--- config.mk ---
export PLATFORM = sky130hd
export DESIGN_NAME = signature_analyzer_ctrl
export DESIGN_NICKNAME = d
export VERILOG_FILES = /design/src/rtl/signature_analyzer_ctrl.sv
export SDC_FILE = /design/constraint.sdc
export NUM_CORES = 1
export LEC_CHECK = 0
export ABC_AREA = 1
export BUFFER_PORTS_ARGS = -buffer_cell sky130_fd_sc_hd__buf_2
export CORE_MARGIN = 8
export CORE_UTILIZATION = 49
export CTS_CLUSTER_SIZE = 12
export DETAILED_ROUTE_END_ITERATION = 6
export PLACE_DENSITY = 0.76
export SLEW_MARGIN = 5
export SYNTH_ARGS = -nofsm -noshare
export SYNTH_HDL_FRONTEND = slang
export SYNTH_SLANG_ARGS = --single-unit
--- constraint.sdc ---
create_clock -name clk -period 2.25 [get_ports clk]
set_clock_uncertainty 0.2 [all_clocks]
set_input_delay 0 -clock clk [delete_from_list [all_inputs] [get_ports clk]]
set_output_delay 0 -clock clk [all_outputs]
set_load 0.05 [all_outputs]
--- src/rtl/signature_analyzer_ctrl.sv ---
// rtl/signature_analyzer_ctrl.sv - CUT clear / MISR response compactor controller
// Clears the CUT, folds SAMPLE_COUNT samples into a MISR, then holds the signature.
module signature_analyzer_ctrl #(
    parameter int               DATA_W       = 8,
    parameter int               SIG_W        = 16,
    parameter logic [SIG_W-1:0] POLY         = 16'h1021,
    parameter logic [SIG_W-1:0] SEED         = 16'h0000,
    parameter int               SAMPLE_COUNT = 16
) (
    input  logic              clk,
    input  logic              clear_n,
    input  logic              start,
    input  logic [DATA_W-1:0] data_in,
    output logic              dut_clear,
    output logic              sample_en,
    output logic              busy,
    output logic              sig_valid,
    output logic [SIG_W-1:0]  signature
);

    localparam int CW = $clog2(SAMPLE_COUNT + 1);
    localparam logic [CW-1:0] LAST = CW'(SAMPLE_COUNT - 1);

    typedef enum logic [1:0] {IDLE, CLR, RUN, DONE} state_t;

    state_t           state;
    state_t           state_next;
    logic [CW-1:0]    count;
    logic [SIG_W-1:0] misr_next;

    always_comb begin
        misr_next = {signature[SIG_W-2:0], 1'b0}
                  ^ (signature[SIG_W-1] ? POLY : '0)
                  ^ SIG_W'(data_in);
    end

    // Datapath registers only move in CLR and RUN, so DONE freezes the signature.
    always_ff @(posedge clk) begin
        if (!clear_n) begin
            state     <= IDLE;
            signature <= '0;
            count     <= '0;
        end else begin
            state <= state_next;
            case (state)
                CLR: begin
                    signature <= SEED;
                    count     <= '0;
                end
                RUN: begin
                    signature <= misr_next;
                    count     <= count + 1'b1;
                end
                default: ;
            endcase
        end
    end

    always_comb begin
        state_next = state;
        case (state)
            IDLE:    if (start) state_next = CLR;
            CLR:     state_next = RUN;
            RUN:     if (count == LAST) state_next = DONE;
            DONE:    if (start) state_next = CLR;
            default: state_next = IDLE;
        endcase
    end

    always_comb begin
        dut_clear = 1'b0;
        sample_en = 1'b0;
        busy      = 1'b0;
        sig_valid = 1'b0;
        case (state)
            CLR: begin
                dut_clear = 1'b1;
                busy      = 1'b1;
            end
            RUN: begin
                sample_en = 1'b1;
                busy      = 1'b1;
            end
            DONE:    sig_valid = 1'b1;
            default: ;
        endcase
    end

endmodule

==> out/results.ini, run 1 <==
[floorplanning]
die-area_mm2 = 0.003862
io-pin-count = 31
core-area_mm2 = 0.001982
die_x_um = 62.15
initial_utilization_pct = 52.65
die_y_um = 62.15
rows = 16

[detailed_routing]
drcViolationCount = 0
dr.pass1.iters = 4
drt_iter0_markers = 30
wl_per_cell_um = 12.26
dr_total_vias = 1032
routed_via_density = 5.084
wl_mm = 2.488
drtAntennaViolNets = 0

[clocking]
cts_tree = done
clk_latency_ns = 0.30
clkSlewWorstSetupHoldPaths_ns = 0.12
cts_sinks = 23
htreeDepth = 1
numCtsBuffers = 3
clock_path_buffers = 2
cts_root_buf = clkbuf_4

[global_routing]
grt_overflow = 0
first_global_vias = 967
antenna_found_initial = 0
grt_pass1_wl_mm = 4.105
track_usage_pct = 12.64
grt_max_degree = 21

[timing]
finalSetupViolations = 0
finalWorstSetupSlack_ns = 0.1359
rsz0062_at_grt = false
fin_crit_sh_pct = 93.96
final-hold-violation-count = 0
relSlewSlack_pct = 66.01
tns_ns = 0
tightest_slew_ns = 0.5068
maxSlewViolCount = 0
max_freq_mhz = 473.0
min_period_ns = 2.114

[synth]
ys_types = 20
syn-num-nets = 151
synth_cells = 134
synth_top_area_share_pct = 44.12
avgSynthCellArea_um2 = 7.787
seq_area_frac_synth_pct = 44.12
ys_seq_elements = 23
yosysWarnings = 0
netlist_area_mm2 = 0.001044
synth_area_leaders = dfxtp_1 (44%), nand2_1 (13%), a21oi_1 (10%), ha_1 (7.2%), a21oi_2 (6.7%)
yosysTopAreaCell = dfxtp_1

[finish]
layout.nets = 194
antenna_cells = 0
area_growth_pct = 29.02
final_cell_mix = nand2_1 (35), buf_2 (30), dfxtp_1 (23)
final_common_cell = nand2_1
drive_above_1_share_pct = 25.57
nFillCells = 184

[power_and_ir_drop]
peakVddDrop_mv = 0.6762
pwr_density_cell_mw_per_mm2 = 949.4
p_leak_nw = 0.5746

[critical_path]
cp-start-kind = flop
cp-end-kind = flop
path_class = flop to flop
required_ns = 2.30
r2r_cells = 9
crit_fanout = 3
critical_path_arrival_ns = 2.16

[place]
port_buffers = 30
dp_hpwl_mm = 1.759
preCtsSetupSlack_ns = 0.2910
gp_congestion = 0.7531

[job]
drv_cap = 0

[outcome]
status = finished, final reports clean

[hold_path]
min_path_cells = 2
min_path_type = flop to flop

[cells by family (layout without fill, tap and decap cells)]
group,Yosys count,after routing,share of synthesized area (%)
AO/OA/AOI/OAI,42,42,23.14
adder cells (fa/ha/maj),6,6,7.194
buffers and inverters,17,59,7.435
flip-flops,23,23,44.12
AND/OR/NAND/NOR,46,46,18.11
[registers in the layout, summed over array words and instances, names as in the netlist]
name,count
count,5
signature,16
state,2
[what timing repair did]
action,CTS,global route
setup endpoints to repair,0,1
resized for setup,0,1
setup buffers,0,0
hold buffers,11,0
endpoints found under the hold margin,13,0
[stage by stage]
step	hold WS (ns)	power [mW]	utilization [%]	instance area (um2)	cells
floorplan	-0.06163	0.9674	-	1044	134
global placement	0.08237	1.059	60.86	1206	188
detailed placement	0.08718	1.073	60.86	1206	188
CTS	0.2882	1.279	67.74	1343	203
global route	0.3032	1.362	67.93	1346	203
finish	0.2817	1.278	67.93	1346	203
[worst max-delay path, stage by stage (launching register included)]
cell,delay (ns)
dfxtp_1,0.35
ha_1,0.20
and3_1,0.19
ha_1,0.17
inv_1,0.05
nand2_1,0.07
o21ai_2,0.09
o21ai_0,0.09
dlygate4sd3_1,0.56
a21oi_1,0.10
[synthesized netlist by cell type, drive strengths merged]
cell type	number
nand3b	1
a21oi	29
clkinv	2
inv	11
buf	4
ha	6
o21ai	12
nand2	36
o22ai	1
and3	2
nor2	3
nor3	2
nand3	2
dfxtp	23
[per-layer routing]
layer  global-route usage [%]  part of all wire, %
met1                    13.03                   43
met3                    3.763                  5.0
met2                    22.77                   51
met4                    5.831                  1.2
met5                        0                    0
[area by class of cell]
class	instances	area (um2)	area share (%)
multi-input combinational	94	509.2	37.83
tap	27	33.78	2.509
sequential	23	460.4	34.20
inverter	13	48.80	3.625
timing repair buffer	42	267.8	19.89
clock buffer	4	26.28	1.952
[final timing paths]
| path | startpoint | to | slack (ns) |
|---|---|---|---|
| min reg2reg | signature[7] | signature[8] | 0.28 |
| max | count[1] | state[0] | 0.14 |
| max reg2reg | count[1] | state[0] | 0.14 |
| min | signature[7] | signature[8] | 0.28 |
[power by group]
part	leakage (nW)	switching, mW	total, mW	internal [mW]
Combinational	0.374	0.445	0.610	0.164
Clock	0.0150	0.116	0.185	0.0690
Sequential	0.186	0.0380	0.484	0.446
Total	0.575	0.599	1.28	0.679
Note: power is estimated with default switching activity, not from simulation.
==> run 2: changes to the inputs <==
- clock period: 2.25 -> 2.4 ns (I/O delays scaled with it)
==> run 2 against run 1 <==
Effect of this change:
- non-clock buffer count is 1 lower
- setup slack better by 0.29 ns
- register-to-register slack better by 0.29 ns
- worst hold slack better by 0.0023 ns
- utilization is 0.69 points lower
- final cell count is 0.49% lower
- design area is 1.0% lower
- via count is 0.19% lower
- fmax is 7.3% higher
- power is 7.0% lower
- clock power is 3% lower
==> out/results.ini, run 2 (same netlist as run 1, synthesis figures left out) <==
[finish]
antenna_cells = 0  ; unchanged
largest-register = signature
final_common_cell = nand2_1
drive_above_1_share_pct = 25.14  ; -0.43 points
area_growth_pct = 27.70
reg_top3 = signature (16), count (5), state (2)
layout.nets = 193  ; -0.52%
final_cell_mix = nand2_1 (35), buf_2 (30), dfxtp_1 (23)
nFillCells = 170  ; -7.6%
largest_reg_flops = 16  ; unchanged

[floorplanning]
initial_utilization_pct = 52.65  ; unchanged
core-area_mm2 = 0.001982  ; unchanged
die-area_mm2 = 0.003862  ; unchanged
io-pin-count = 31  ; unchanged
rows = 16  ; unchanged
die_y_um = 62.15  ; unchanged
die_x_um = 62.15  ; unchanged

[timing]
tns_ns = 0  ; unchanged
maxSlewViolCount = 0  ; unchanged
relSlewSlack_pct = 65.94  ; about the same
finalSetupViolations = 0  ; unchanged
max_freq_mhz = 507.7  ; +7.3%
hold-worst-slack_ns = 0.2841  ; +0.002349 ns
fin_crit_sh_pct = 82.07  ; -12 points
final-hold-violation-count = 0  ; unchanged
rsz0062_at_grt = false
tightest_slew_ns = 0.5077  ; +0.0009500 ns
min_period_ns = 1.970  ; -0.1444 ns

[detailed_routing]
drtAntennaViolNets = 0  ; unchanged
wl_mm = 2.436  ; -2.1%
routed_via_density = 5.099  ; +0.30%
dr.pass1.iters = 4  ; unchanged
dr_total_vias = 1030  ; -0.19%
drcViolationCount = 0  ; unchanged
drt_iter0_markers = 32  ; +6.7%
wl_per_cell_um = 12.06  ; -1.6%

[hold_path]
min_path_cells = 2  ; unchanged
min_path_type = flop to flop

[clocking]
cts_tree = done
numCtsBuffers = 3  ; unchanged
cts_root_buf = clkbuf_4
clk_latency_ns = 0.31  ; about the same
htreeDepth = 1  ; unchanged
post_cts_buffers = 0  ; unchanged
clock_path_buffers = 2  ; unchanged
ctsHoldBuffers = 10  ; -1
cts_sinks = 23  ; unchanged
clkSlewWorstSetupHoldPaths_ns = 0.12  ; about the same
cts_resized = 0  ; unchanged

[critical_path]
cp-start-kind = flop
r2r_cells = 7  ; -2
cp-end-kind = flop
required_ns = 2.39  ; +0.09 ns
path_class = flop to flop
critical_path_arrival_ns = 1.96  ; -0.20 ns
crit_fanout = 11  ; +8

[global_routing]
grt_max_degree = 21  ; unchanged
antenna_found_initial = 0  ; unchanged
track_usage_pct = 13.09  ; +0.45 points
grt_overflow = 0  ; unchanged
first_global_vias = 1046  ; +8.2%
grt_pass1_wl_mm = 4.353  ; +6.0%

[place]
port_buffers = 30  ; unchanged
gp_congestion = 0.7756  ; +3.0%
dp_hpwl_mm = 1.677  ; -4.6%

[job]
drv_cap = 0  ; unchanged

[power_and_ir_drop]
pwr_density_cell_mw_per_mm2 = 892.3  ; -6.0%
p_leak_nw = 0.5694  ; -0.90%
peakVddDrop_mv = 0.6830  ; +1.0%

[outcome]
status = finished, final reports clean

## run 2: cell types whose count changed in the layout (fill, tap and decap cells not counted)
cell and change:
o21ai_2 -1, dlygate4sd3_1 -1, o21ai_1 +1
## run 2: metrics by stage
stage	std cells	worst slack, ns	area [um2]	total power, mW	utilization (%)
2_1_floorplan	134	0.6103	1044	0.9070	-
3_3_place_gp	188	0.5410	1206	0.9912	60.86
3_5_place_dp	188	0.4321	1206	1.009	60.86
4_1_cts	202	0.4146	1333	1.200	67.23
5_1_grt	202	0.2267	1333	1.273	67.23
6_report	202	0.4303	1333	1.189	67.23
## run 2: worst paths after layout
path | startpoint | endpoint | slack, ns
max reg2reg | state[0] | signature[5] | 0.43
max | state[0] | signature[5] | 0.43
min reg2reg | signature[7] | signature[8] | 0.28
min | signature[7] | signature[8] | 0.28
## run 2: where the power goes
part	leakage (nW)	internal (mW)	total [mW]	switching, mW
registers	0.186	0.418	0.454	0.0362
logic	0.368	0.146	0.556	0.410
clock network	0.0150	0.0650	0.179	0.114
## run 2: cell type report
| cell class | instances | area (um2) | share of cell area [%] |
|---|---|---|---|
| multi-input cells | 94 | 505.5 | 37.93 |
| clock buffers | 4 | 26.28 | 1.972 |
| repair buffers | 41 | 257.7 | 19.34 |
| flip-flops and latches | 23 | 460.4 | 34.55 |
| well taps | 27 | 33.78 | 2.535 |
| inverters | 13 | 48.80 | 3.662 |
## run 2: critical path: stages, from the launching register on
cell	delay, ns
dfxtp_1	0.40
inv_1	0.08
ha_1	0.32
inv_2	0.08
nand2_2	0.26
clkinv_1	0.30
nand3_1	0.15
a21oi_1	0.06
## run 2: layer usage
| metal | GRT usage (%) | vias to the layer above | routed length [um] |
|---|---|---|---|
| met5 | 0 | - | 0 |
| met4 | 4.956 | 0 | 14 |
| met3 | 3.584 | 2 | 89 |
| met2 | 23.42 | 22 | 1227 |
| met1 | 14.20 | 481 | 1105 |
| li1 | - | 525 | - |
